[src/rtl/vend_dispense_ctrl.sv]
// ============================================================================
// Module      : vend_dispense_ctrl
// Description : Vending purchase controller. It holds the product table,
//               accumulates coin credit, and vends with change return.
//               Optional macro VEND_TIMEOUT_EN adds an inactivity refund.
// Revision    : 1.0 - initial release
// ============================================================================
`default_nettype none

module vend_dispense_ctrl #(
    parameter int CREDIT_W       = 5,
    parameter int TIMEOUT_CYCLES = 1000
) (
    input  logic                clock,
    input  logic                reset,
    input  logic                load_valid,
    output logic                load_ready,
    input  logic [2:0]          load_idx,
    input  logic [10:0]         load_data,
    input  logic                coin_valid,
    input  logic [3:0]          coin_value,
    output logic                coin_reject,
    input  logic                select_valid,
    input  logic [2:0]          select_idx,
    input  logic                cancel,
    output logic                dispense_valid,
    output logic [2:0]          dispense_id,
    output logic                change_valid,
    output logic [CREDIT_W-1:0] change_amount,
    output logic [CREDIT_W-1:0] credit,
    output logic                redlight,
    output logic                busy
);

    typedef enum logic [2:0] {
        S_IDLE   = 3'd0,
        S_CREDIT = 3'd1,
        S_CHECK  = 3'd2,
        S_VEND   = 3'd3,
        S_CHANGE = 3'd4
    } state_t;

    state_t              r_state;
    logic [10:0]         r_table [0:7];
    logic [2:0]          r_sel_idx;

    logic [10:0]         w_entry;
    logic [3:0]          w_qty;
    logic [3:0]          w_price;
    logic [CREDIT_W-1:0] w_price_ext;
    logic [CREDIT_W-1:0] w_left;
    logic [CREDIT_W:0]   w_sum;
    logic                w_coin;
    logic                w_refuse;
    logic                w_timeout;

    assign w_entry     = r_table[r_sel_idx];
    assign w_qty       = w_entry[7:4];
    assign w_price     = w_entry[3:0];
    assign w_price_ext = CREDIT_W'(w_price);
    assign w_left      = credit - w_price_ext;
    assign w_coin      = coin_valid && (coin_value != 4'd0);
    // One extra bit catches overflow instead of wrapping.
    assign w_sum       = (CREDIT_W+1)'(credit) + (CREDIT_W+1)'(coin_value);
    assign w_refuse    = (w_qty == 4'd0) || (w_price == 4'd0) || (w_price_ext > credit);

`ifdef VEND_TIMEOUT_EN
    localparam int c_CNT_W = $clog2(TIMEOUT_CYCLES + 1);
    logic [c_CNT_W-1:0] r_idle_cnt;

    assign w_timeout = (r_idle_cnt == c_CNT_W'(TIMEOUT_CYCLES - 1));

    always_ff @(posedge clock) begin
        if (reset || (r_state != S_CREDIT) || w_coin || select_valid) begin
            r_idle_cnt <= '0;
        end else if (!w_timeout) begin
            r_idle_cnt <= r_idle_cnt + 1'b1;
        end
    end
`else
    assign w_timeout = 1'b0;
`endif

    // Loads are blocked while in CHECK/VEND, so they never collide with the decrement.
    always_ff @(posedge clock) begin
        if (reset) begin
            for (int i = 0; i < 8; i++) begin
                r_table[i] <= '0;
            end
        end else if (load_valid && load_ready) begin
            r_table[load_idx] <= load_data;
        end else if (r_state == S_VEND) begin
            r_table[r_sel_idx][7:4] <= w_qty - 4'd1;
        end
    end

    always_ff @(posedge clock) begin
        if (reset) begin
            r_state        <= S_IDLE;
            r_sel_idx      <= '0;
            credit         <= '0;
            redlight       <= 1'b0;
            dispense_valid <= 1'b0;
            dispense_id    <= '0;
            change_valid   <= 1'b0;
            change_amount  <= '0;
            coin_reject    <= 1'b0;
            busy           <= 1'b0;
            load_ready     <= 1'b1;
        end else begin
            dispense_valid <= 1'b0;
            change_valid   <= 1'b0;
            coin_reject    <= 1'b0;
            case (r_state)
                S_IDLE: begin
                    if (w_coin) begin
                        credit   <= CREDIT_W'(coin_value);
                        redlight <= 1'b0;
                        r_state  <= S_CREDIT;
                    end
                end
                S_CREDIT: begin
                    if (cancel || (w_timeout && !w_coin && !select_valid)) begin
                        coin_reject <= w_coin;
                        redlight    <= cancel ? 1'b0 : redlight;
                        r_state     <= S_CHANGE;
                        busy        <= 1'b1;
                        if (credit != '0) begin
                            change_valid  <= 1'b1;
                            change_amount <= credit;
                        end
                    end else if (select_valid) begin
                        coin_reject <= w_coin;
                        redlight    <= 1'b0;
                        r_sel_idx   <= select_idx;
                        r_state     <= S_CHECK;
                        busy        <= 1'b1;
                        load_ready  <= 1'b0;
                    end else if (w_coin) begin
                        if (w_sum[CREDIT_W]) begin
                            coin_reject <= 1'b1;
                        end else begin
                            credit   <= w_sum[CREDIT_W-1:0];
                            redlight <= 1'b0;
                        end
                    end
                end
                S_CHECK: begin
                    coin_reject <= w_coin;
                    if (w_refuse) begin
                        redlight   <= 1'b1;
                        r_state    <= S_CREDIT;
                        busy       <= 1'b0;
                        load_ready <= 1'b1;
                    end else begin
                        dispense_valid <= 1'b1;
                        dispense_id    <= w_entry[10:8];
                        r_state        <= S_VEND;
                    end
                end
                S_VEND: begin
                    // Change pulse is issued on entry so it coincides with the CHANGE cycle.
                    coin_reject <= w_coin;
                    credit      <= w_left;
                    r_state     <= S_CHANGE;
                    load_ready  <= 1'b1;
                    if (w_left != '0) begin
                        change_valid  <= 1'b1;
                        change_amount <= w_left;
                    end
                end
                S_CHANGE: begin
                    coin_reject <= w_coin;
                    credit      <= '0;
                    r_state     <= S_IDLE;
                    busy        <= 1'b0;
                end
                default: begin
                    r_state    <= S_IDLE;
                    credit     <= '0;
                    busy       <= 1'b0;
                    load_ready <= 1'b1;
                end
            endcase
        end
    end

endmodule

`default_nettype wire

[config.mk]
export PLATFORM = sky130hd
export DESIGN_NAME = vend_dispense_ctrl
export DESIGN_NICKNAME = d
export VERILOG_FILES = /design/src/rtl/vend_dispense_ctrl.sv
export SDC_FILE = /design/constraint.sdc
export NUM_CORES = 1
export LEC_CHECK = 0
export ABC_CLOCK_PERIOD_IN_PS = 4630
export CAP_MARGIN = 20
export CORE_MARGIN = 2
export CORE_UTILIZATION = 58
export DETAILED_ROUTE_END_ITERATION = 8
export PLACE_DENSITY = 0.77
export SLEW_MARGIN = 20
export SYNTH_ARGS = -nofsm -noshare
export SYNTH_HDL_FRONTEND = slang
export SYNTH_SLANG_ARGS = --single-unit
[constraint.sdc]
create_clock -name clock -period 4.63 [get_ports clock]
set_input_delay 1.1575 -clock clock [delete_from_list [all_inputs] [get_ports clock]]
set_output_delay 1.1575 -clock clock [all_outputs]
set_load 0.005 [all_outputs]
Yosys cells after proc, flatten, opt, wreduce, memory -nomap -nowiden
Memory sizes are Yosys's and may differ from the RTL's. A register that Yosys moved wholly into a read port is not among the register bits.
Index checks and enable logic that the tools add are counted.
{"block": "word_totals", "ff_bits": 25, "latch_bits": 0, "ramBits": 88, "romBits": 0, "inputBits": 27, "output_inout_bits": 19, "elab_cells": 120, "n_memories": 1}
{"block": "classes", "addsub": 3, "n_mul": 0, "n_div": 0, "magnitude_cmp": 1, "eq_ne": 17, "n_shift": 0, "mux": 56, "bitwise_logic": 5, "reduce_logical": 26}
{"name": "r_table", "words": 8, "width": 11, "read_ports": 1, "rd_clocked_by_memory_dff": 1, "wr": 8, "line": "44", "text": "logic [10:0] r_table [0:7];"}
{"op": "5-bit two-way mux", "count": 8}
{"op": "1-bit two-way mux", "count": 29}
{"op": "11-bit two-way mux", "count": 2}
{"op": "11-bit OR reduction", "count": 2}
{"op": "3-bit two-way mux", "count": 7}
{"op": "5-bit one-hot mux with 4 select lines", "count": 1}
{"op": "2-bit inequality test (second input constant)", "count": 9}
{"op": "3-bit one-hot mux with 4 select lines", "count": 1}
{"op": "5-bit one-hot mux with 2 select lines", "count": 1}
{"op": "5-bit nonzero test", "count": 2}
{"op": "1-bit one-hot mux with 3 select lines", "count": 3}
{"op": "4-bit zero test", "count": 2}
{"op": "4-bit inequality test (second input constant)", "count": 2}
{"op": "4-bit AND reduction", "count": 2}
{"op": "5-bit by 4-bit adder with 6-bit output", "count": 1}
{"op": "3-bit by 2-bit equality test with 1-bit output (second input constant)", "count": 2}
{"op": "3-bit AND reduction", "count": 2}
{"op": "6-bit AND reduction", "count": 1}
{"op": "2-bit OR reduction", "count": 3}
{"op": "4-bit by 5-bit > comparator with 1-bit output", "count": 1}
{"op": "1-bit inverter", "count": 5}
{"op": "5-bit AND reduction", "count": 1}
{"op": "5-bit by 4-bit subtractor with 5-bit output", "count": 1}
{"op": "2-bit two-way mux", "count": 2}
{"op": "other kinds (14)", "count": 18}

Longest topological paths before layout
{"block": "logic_depth", "word_depth": 7, "mapped_depth": 14}

Worst setup path after synthesis
No wires, ideal clock.
{"block": "synth_path", "path_kind": "register to register", "from": "register with a tool-made name", "to": "register change_amount[0]", "setup_ns": 0.128, "t_arrival_ns": 3.522, "required_ns": 4.502, "path_slack_ns": 0.981, "path_stages_with_launch": 15, "synth_period_minus_slack_ns": 3.649, "cell_sequence": "dfxtp_1 buf_6 clkbuf_1 buf_2 mux4_2 mux2_2 ha_1 fa_1 nor2b_1 o21ai_0 nand2b_1 xnor2_1 o31ai_2 mux2i_1 nor2_1"}
{"element": "end signal, assigned", "line": "130", "text": "change_amount <= credit;"}
{"element": "end signal, assigned", "line": "169", "text": "change_amount <= w_left;"}
{"element": "end, declared", "line": "29", "text": "output logic [CREDIT_W-1:0] change_amount,"}

==> flow_metrics.py <==
metrics = {
    "critical_path": {
        "critPathMaxStageDelay_ns": 0.85,
        "crit_chain": "mux4_1 -> mux2_2 -> inv_1 -> ha_1 -> nor2b_1 -> o21ai_0 -> nor3b_1 -> o2111ai_1 -> o31ai_2 -> mux2i_1 -> nor2_1",
        "crit_arrival_ns": 4.29,
        "critPathCaptureType": "flip-flop",
        "startpoint_type": "flip-flop",
        "critPathSlowestCell": "dfxtp_1",
        "required_ns": 5.02,
        "timing.critical_path.fanout_max": 16,
        "critPathKind": "flip-flop to flip-flop",
        "cpLargestDelayFamily": "multiplexers",
        "crit_buf_inv": 1,
    },
    "yosys": {
        "synth_nets": 534,
        "synth_top_area_share_pct": 46.0,
        "synth_area_per_cell_sq_um": 11.6,
        "synth_area_leaders": "edfxtp_1 46%, dfxtp_1 9.8%, nor2_1 8.0%, mux4_2 7.1%, mux2i_1 3.3%",
        "synthDistinctLibCells": 55,
        "synth-main-ff-cell": "edfxtp_1",
        "yosysWarnings": 0,
        "syn-cell-area_sq_um": 5750,
        "ys_ff_latch": 116,
        "synthArstFlopShare_pct": 0,
        "synth_edf_count": 88,
        "yosysSeqAreaShare_pct": 55.7,
        "yosys.area.top_type": "edfxtp_1",
        "synthCells": 495,
    },
    "power": {
        "total_power_mw": 2.53,
        "p_per_area_nw_per_um2": 373,
        "p_leak_nw": 2.54,
        "ir_drop_v": 0.000253,
    },
    "timing": {
        "setup_tns_ns": 0,
        "final.setup_skew_ns": 0.00941,
        "relSlewSlack_pct": 30.1,
        "worstMarginPinSlew_ns": 1.05,
        "setup_viol_count_final": 0,
        "timing.final.ws_setup_ns": 0.730,
        "timing.final.crit_share_pct": 84.2,
        "min_period_ns": 3.90,
        "slew_violations": 0,
        "finalHoldViolCount": 0,
        "fmax_mhz": 256,
        "rsz0062_at_grt": "false",
        "hold_slack_ns": 0.499,
    },
    "grt": {
        "grt_overflow": 0,
        "grt_pass1_wl_mm": 22.2,
        "grt_usage_pct": 27.2,
        "grt_pass1_vias": 4134,
        "grt_max_degree": 40,
        "grt_antenna_before_repair": 0,
    },
    "placed_design": {
        "place_area_sq_um": 6300,
        "gp_congestion": 0.931,
        "io_buffers": 45,
        "hpwl_mm": 9.77,
        "dp_slack_ns": 0.709,
        "place_inst": 657,
    },
    "layout": {
        "syn2layout_area_growth_pct": 18.2,
        "final_area_sq_um": 6790,
        "diodes": 0,
        "fin_util_pct": 70.1,
        "fill_cells": 698,
        "stdcell_count": 689,
        "nets": 582,
        "drive_above_1_share_pct": 11.5,
    },
    "route": {
        "via_per_inst": 6.10,
        "drc": 0,
        "wl_per_cell_um": 20.2,
        "drt_iter0_markers": 379,
        "drtAntennaViolNets": 0,
        "vias": 4201,
        "routed_wl_mm": 13.9,
        "dr.pass1.iters": 5,
    },
    "die": {
        "start_util_pct": 59.4,
        "coreArea_sq_um": 9680,
        "die_w_um": 104,
        "fp.dieArea_sq_um": 10700,
        "fp.dieH_um": 104,
        "num_io_pins": 46,
        "placementRows": 36,
    },
    "min_path": {
        "hold_class": "flip-flop to flip-flop",
    },
    "cts": {
        "clkTransAtPathRegs_ns": 0.06,
        "cts_tree": "built",
        "ctsResizeCount": 0,
        "cts_hold_buf": 0,
        "clock-root-buffer": "clkbuf_8",
        "numCtsBuffers": 17,
        "post_cts_buffers": 0,
        "cts.sinks": 116,
        "clkLatencyLatePin_ns": 0.51,
        "htree_levels": 4,
        "cts_max_path_buffers": 2,
    },
    "status": {
        "status": "complete, no violations",
    },
    "job": {
        "maxCapViolCount": 0,
    },
}
[path summary, 6_finish.rpt]
| kind | startpoint | endpoint | slack (ns) | cells past startpoint |
|---|---|---|---|---|
| min | change_amount[4] | change_amount[4] | 0.50 | 2 |
| min reg2reg | change_amount[4] | change_amount[4] | 0.50 | 2 |
| max | flip-flop | change_amount[3] | 0.73 | 11 |
| max reg2reg | flip-flop | change_amount[3] | 0.73 | 11 |
[cell usage after synthesis, drive strengths merged (2+ instances only)]
library cell	n
nand3	7
nor3b	7
inv	8
nor4b	2
o21bai	2
buf	9
mux2	5
dfxtp	28
xnor2	3
nand2	40
or2	3
nor2	122
a31oi	2
mux4	22
clkbuf	12
edfxtp	88
xor2	4
fa	2
mux2i	20
nand2b	19
o2111ai	2
a21o	2
a211oi	4
nor4	3
o211ai	2
nor2b	4
o21ai	14
o31ai	4
nor3	14
a21oi	15
nand3b	2
a22oi	2
ha	10
[report_power, final]
group	switching, mW	internal [mW]
sequential	0.0318	1.16
clock	0.440	0.646
combinational	0.141	0.111
total	0.613	1.92
[registers in the layout, summed over array words and instances (netlist names), named ones only]
register and count:
r_table 88, change_amount 5, credit 5, dispense_id 3
r_sel_idx 3, r_state 3, busy 1, change_valid 1
coin_reject 1, dispense_valid 1, load_ready 1, redlight 1
[cells in the final DEF (no fill, tap or decap), drive strengths merged, types with 3 or more instances in the layout]
master and n:
nor3 14, mux4 22, nand3 7, edfxtp 88, nand2b 19, ha 10, mux2i 20, xor2 4
mux2 5, a21oi 15, o21ai 14, nand2 40, dfxtp 28, a211oi 4, buf 5, clkinvlp 3
clkbuf 21, nor4 3, or2 3, inv 8, xnor2 3, nor2 122, clkdlybuf4s50 45, nor3b 7
nor2b 4, clkinv 8, o31ai 4
[logic make-up after synthesis]
family                   share of synthesized area [%]
AO/OA/AOI/OAI                                     6.75
XOR/XNOR                                          1.07
adder cells (fa/ha/maj)                           2.87
buffers and inverters                             2.33
flip-flops                                        55.7
multiplexers                                      13.6
AND/OR/NAND/NOR                                   17.7
[per-layer routing]
layer	global-route usage, %	wire, um	vias up
li1	-	-	1902
met2	43.9	6910	233
met1	35.9	5570	2032
met5	0	0	-
met4	11.6	356	0
met3	5.92	1060	34
[worst reg2reg max path: stages (launching register included)]
cell       delay, ns
dfxtp_1         0.85
mux4_1          0.65
mux2_2          0.33
inv_1           0.08
ha_1            0.21
nor2b_1         0.12
o21ai_0         0.22
nor3b_1         0.28
o2111ai_1       0.18
o31ai_2         0.54
mux2i_1         0.27
nor2_1          0.05
[cell type report]
class	count	area [sq um]	share of cell area [%]
Tap cell	133	166	2.45
Clock buffer	21	429	6.32
Inverter	8	30.0	0.442
Clock inverter	11	63.8	0.940
Timing Repair Buffer	50	488	7.18
Sequential cell	116	3200	47.2
Multi-Input combinational cell	350	2410	35.5
Power figures use the tool's default switching activity.
